[config.mk]
export PLATFORM = sky130hd
export DESIGN_NAME = qeip_clock_enable_bank
export DESIGN_NICKNAME = d
export VERILOG_FILES = /design/src/rtl/qeip_clock_enable_bank.sv
export SDC_FILE = /design/constraint.sdc
export NUM_CORES = 1
export LEC_CHECK = 0
export BUFFER_PORTS_ARGS = -buffer_cell sky130_fd_sc_hd__buf_4
export CORE_UTILIZATION = 50
export DETAILED_ROUTE_END_ITERATION = 12
export PLACE_DENSITY = 0.65
export SYNTH_ARGS = -nofsm -noshare
export SYNTH_HDL_FRONTEND = slang
export SYNTH_SLANG_ARGS = --single-unit
[constraint.sdc]
create_clock -name clk -period 2.9 [get_ports clk]
set_clock_uncertainty 0.15 [all_clocks]
set_input_delay 0 -clock clk [delete_from_list [all_inputs] [get_ports clk]]
set_output_delay 0 -clock clk [all_outputs]
set_load 0.02 [all_outputs]
[src/rtl/qeip_clock_enable_bank.sv]
// rtl/qeip_clock_enable_bank.sv - divided clock-enable bank with lock interval and reprogram handshake
// Outputs stay gated while LOCKING; every accepted reprogram restarts the lock interval.
module qeip_clock_enable_bank #(
  parameter int NUM_CH      = 4,
  parameter int DIV_W       = 8,
  parameter int LOCK_CYCLES = 16,
  parameter int DEFAULT_DIV = 2
) (
  input  logic                    clk,
  input  logic                    rst,
  input  logic                    cfg_req,
  input  logic [NUM_CH*DIV_W-1:0] cfg_div,
  output logic                    cfg_ack,
  output logic                    locked,
  output logic [NUM_CH-1:0]       clk_en,
  output logic [NUM_CH-1:0]       clk_div
);

  localparam int LCW = (LOCK_CYCLES > 1) ? $clog2(LOCK_CYCLES) : 1;
  localparam logic [LCW-1:0] LOCK_LAST = LCW'(LOCK_CYCLES - 1);

  localparam logic [0:0] S_LOCKING = 1'b0;
  localparam logic [0:0] S_LOCKED  = 1'b1;

  logic [0:0]                    r_state;
  logic [LCW-1:0]                r_lock_cnt;
  logic [NUM_CH-1:0][DIV_W-1:0]  r_div;
  logic [NUM_CH-1:0][DIV_W-1:0]  r_cnt;
  logic                          r_cfg_ack;
  logic                          r_locked;
  logic [NUM_CH-1:0]             r_clk_en;
  logic [NUM_CH-1:0]             r_clk_div;

  logic [NUM_CH-1:0][DIV_W-1:0]  w_last;
  logic [NUM_CH-1:0][DIV_W-1:0]  w_half;
  logic [NUM_CH-1:0]             w_wrap;

  // A zero ratio is treated as 1: last count 0, high threshold 0.
  always_comb begin
    for (int i = 0; i < NUM_CH; i++) begin
      if (r_div[i] == '0) begin
        w_last[i] = '0;
        w_half[i] = '0;
      end else begin
        w_last[i] = r_div[i] - DIV_W'(1);
        w_half[i] = r_div[i] >> 1;
      end
      w_wrap[i] = (r_cnt[i] == w_last[i]);
    end
  end

  always_ff @(posedge clk) begin
    if (rst) begin
      r_state    <= S_LOCKING;
      r_lock_cnt <= '0;
      r_cfg_ack  <= 1'b0;
      r_locked   <= 1'b0;
      r_clk_en   <= '0;
      r_clk_div  <= '0;
      for (int i = 0; i < NUM_CH; i++) begin
        r_div[i] <= DIV_W'(DEFAULT_DIV);
        r_cnt[i] <= '0;
      end
    end else begin
      r_cfg_ack <= 1'b0;
      if (r_state == S_LOCKING) begin
        r_cnt     <= '0;
        r_clk_en  <= '0;
        r_clk_div <= '0;
        if (r_lock_cnt == LOCK_LAST) begin
          r_state    <= S_LOCKED;
          r_locked   <= 1'b1;
          r_lock_cnt <= '0;
        end else begin
          r_lock_cnt <= r_lock_cnt + 1'b1;
        end
      end else if (cfg_req) begin
        r_div      <= cfg_div;
        r_cfg_ack  <= 1'b1;
        r_state    <= S_LOCKING;
        r_locked   <= 1'b0;
        r_lock_cnt <= '0;
        r_cnt      <= '0;
        r_clk_en   <= '0;
        r_clk_div  <= '0;
      end else begin
        for (int i = 0; i < NUM_CH; i++) begin
          r_clk_en[i]  <= w_wrap[i];
          r_clk_div[i] <= (r_cnt[i] >= w_half[i]);
          r_cnt[i]     <= w_wrap[i] ? '0 : r_cnt[i] + DIV_W'(1);
        end
      end
    end
  end

  assign cfg_ack = r_cfg_ack;
  assign locked  = r_locked;
  assign clk_en  = r_clk_en;
  assign clk_div = r_clk_div;

endmodule

==> reports/results.ini <==
[timing]
crit_path_time_final_ps = 2773
fmax_mhz = 360.7
min_period_over_period = 0.9561
timing.slew.headroom = 0.5718
max_slew.worst_pin.slew_ps = 634.2
timing.final.ws_setup_ps = 127.2
setup_viol_count_final = 0
fin_hold_ws_ps = 224.7
rsz0062_at_grt = no
setup_tns_ps = 0
timing_hold_violations_final = 0
maxSlewViolCount = 0

[critical_path]
regToRegSetupSlack_ps = 130
crit_path_end_kind = flip-flop
setup.worst_path.class = flip-flop to flip-flop
crit-reg2reg-launch = r_div[26]
critPathLaunchType = flip-flop
critPathRequiredTime_ps = 2970
crit_fanout = 9
worst_r2r_path_depth = 7
r2r-end = r_cnt[27]
cp_data_arrival_time_ps = 2840

[floorplanning]
die_width_um = 100.3
core_footprint_um2 = 9284
rows = 35
boundaryPins = 45
die_footprint_um2 = 10060
die_boundary_height_um = 100.3
initial_core_util = 0.5202

[yosys]
ys_dominant_reg_cell = dfxtp_1
synth-edff-count = 0
yosysSeqAreaShare = 0.3275
mapped_nets = 660
syn_area_per_cell_um2 = 8.256
ys_warn_count = 0
postSynthRegisterBits = 79
post_synth_inst_count = 585
synthDominantCellAreaShare = 0.3275
asyncSetResetFlopFracSynth = 0
synth.cell_area_um2 = 4830
synth_area_leaders = dfxtp_1 (33%), ha_1 (10%), xnor2_1 (4.7%), nor3_1 (4.2%), o21ai_0 (4.1%)
synth_unique_cells = 63
synth_top_cell_by_area = dfxtp_1

[cts]
clkTransAtPathRegs_ps = 90
tritoncts = yes
cts_made_buffers = 9
ctsHtreeMaxLevel = 3
cts.sinks = 79
insertion_delay_ps = 360
cts-root-to-sink-buffers = 2
cts_root_buf = clkbuf_8

[cells_and_area]
final_layout_size_suffix_gt1_frac = 0.1330
syn_to_final_growth_pct = 22.25
postLayoutCoreUtil = 0.6360
finish.net_count = 739
post_layout_nonfiller_instances = 798
fin_area_um2 = 5904
antennaDiodeCount = 0

[pwr]
worst_ir_drop_vdd_mv = 0.2588
cellPowerDensity_nw_per_um2 = 361.7
finalPower_mw = 2.136
p_leak_nw = 2.385

[detailed_routing]
detail-route-antenna-nets = 0
drtIter0Drc = 155
wl_um = 11770
drtPass1Iterations = 4
drc = 0
routed-via-count = 4432
avgRoutedWirePerCell_um = 14.75
vias_per_cell = 5.554

[global_route]
grt_pass1_wl_um = 19930
initial_antenna_violation_count = 0
groute.usage.overall = 0.2471
grt_overflow = 0
grt_max_degree = 32
first_global_vias = 4315

[placement]
placedInstanceArea_um2 = 5310
place_inst = 746
globalplace.congestion = 0.9115
dp.final_hpwl_um = 8413
port-buffer-count = 44
dpl_worst_slack_ps = 58.70

[hold_path]
min-delay-start = cfg_div[3]
holdCritPathClass = primary input to flip-flop
min_delay_worst_endpoint = r_div[3]
hold-path-cell-count = 4

[flow_run]
max-cap-violations = 0

[outcome]
status = complete, no violations

[power breakdown]
| part | internal (mW) | total, mW | switching [mW] |
|---|---|---|---|
| combinational | 0.0673 | 0.0967 | 0.0294 |
| sequential | 1.09 | 1.09 | 0.00360 |
| clock | 0.513 | 0.948 | 0.435 |
[routing by layer]
| layer | global-route usage | vias to the layer above | part of all wire |
|---|---|---|---|
| met2 | 0.4399 | 83 | 0.49 |
| met4 | 0.06243 | 0 | 0.012 |
| met5 | 0 | - | 0 |
| met1 | 0.3084 | 2081 | 0.46 |
| met3 | 0.04248 | 13 | 0.032 |
| li1 | - | 2255 | - |
[cells in the mapped netlist (all sizes together) (4+ instances only)]
master / instances
dfxtp: 79
nand2: 47
nor2: 41
nor3: 41
ha: 40
o21ai: 40
inv: 37
xnor2: 26
a21oi: 22
nand3: 21
clkbuf: 19
xor2: 19
nor4: 12
a21o: 9
and3: 8
nand2b: 8
nand3b: 7
nor3b: 7
o211ai: 7
or4: 7
a211oi: 6
a31oi: 6
and2: 5
nor2b: 5
o21a: 5
o22ai: 5
or3: 5
buf: 4
o311a: 4
[sequential cells by signal, summed over array words and instances (netlist names)]
register and count:
cfg_ack 1, r_div 32, clk_en 4, clk_div 4, r_state 1, locked 1
r_cnt 32, r_lock_cnt 4
[final cells by class]
| class | count | area [um2] |
|---|---|---|
| clock buffers | 10 | 137.6 |
| inverters | 37 | 138.9 |
| multi-input cells | 446 | 3022 |
| well taps | 129 | 161.4 |
| fillers | 826 | 3379 |
| repair buffers | 91 | 770.7 |
| flip-flops and latches | 79 | 1582 |
| clock inverters | 6 | 92.59 |
[worst max-delay path, stage by stage, from the launching register on]
cell	delay [ps]
dfxtp_1	370
or4_1	630
or3_1	390
nand3_1	80
or4b_4	470
nor4_4	270
buf_4	200
nor3_1	60
[cells by family (layout without fill, tap and decap cells)]
| kind of cell | count (synthesis) | in the layout | synth area share |
|---|---|---|---|
| and+or+nand+nor | 228 | 228 | 0.2544 |
| buffers and inverters | 60 | 144 | 0.04922 |
| AOI/OAI and AO/OA | 130 | 130 | 0.1772 |
| DFF | 79 | 79 | 0.3275 |
| xor gates and xnor gates | 45 | 45 | 0.08161 |
| muxes | 3 | 3 | 0.006477 |
| adders and majority gates | 40 | 40 | 0.1036 |
[repair_timing]
action	in CTS	in global routing
endpoints found under the hold margin	38	0
setup buffers	0	1
endpoints found under the setup margin	0	10
resized for setup	0	2
hold buffers	35	0
[cells in the final DEF (no fill, tap or decap), types with 6 or more instances in the layout]
cell / Yosys / layout
nand2_1: 47 / 47
and3_1: 8 / 8
or4_1: 6 / 6
a31oi_1: 6 / 6
a211oi_1: 6 / 6
dlygate4sd3_1: 0 / 35
ha_1: 40 / 40
dfxtp_1: 79 / 79
nor4_1: 8 / 8
clkbuf_8: 0 / 10
nor2_1: 41 / 41
nand3b_1: 7 / 7
xor2_1: 19 / 19
inv_1: 37 / 37
nand3_1: 21 / 21
buf_4: 3 / 56
o211ai_1: 7 / 7
nor3_1: 41 / 41
a21oi_1: 22 / 22
a21o_1: 9 / 9
nand2b_1: 8 / 8
xnor2_1: 26 / 26
o21ai_0: 40 / 39
[worst max-delay path by stage]
stage,cells after the start,to,slack [ps],start
2_1_floorplan,8,clk_en[3],260,r_div[24]
3_3_place_gp,8,clk_en[3],80,r_div[25]
3_5_place_dp,8,clk_en[3],60,r_div[25]
4_1_cts,8,clk_en[3],30,r_div[25]
5_1_grt,7,r_cnt[26],6,r_div[26]
6_report,7,r_cnt[27],130,r_div[26]
No activity file was read; power rests on OpenSTA's default activity.
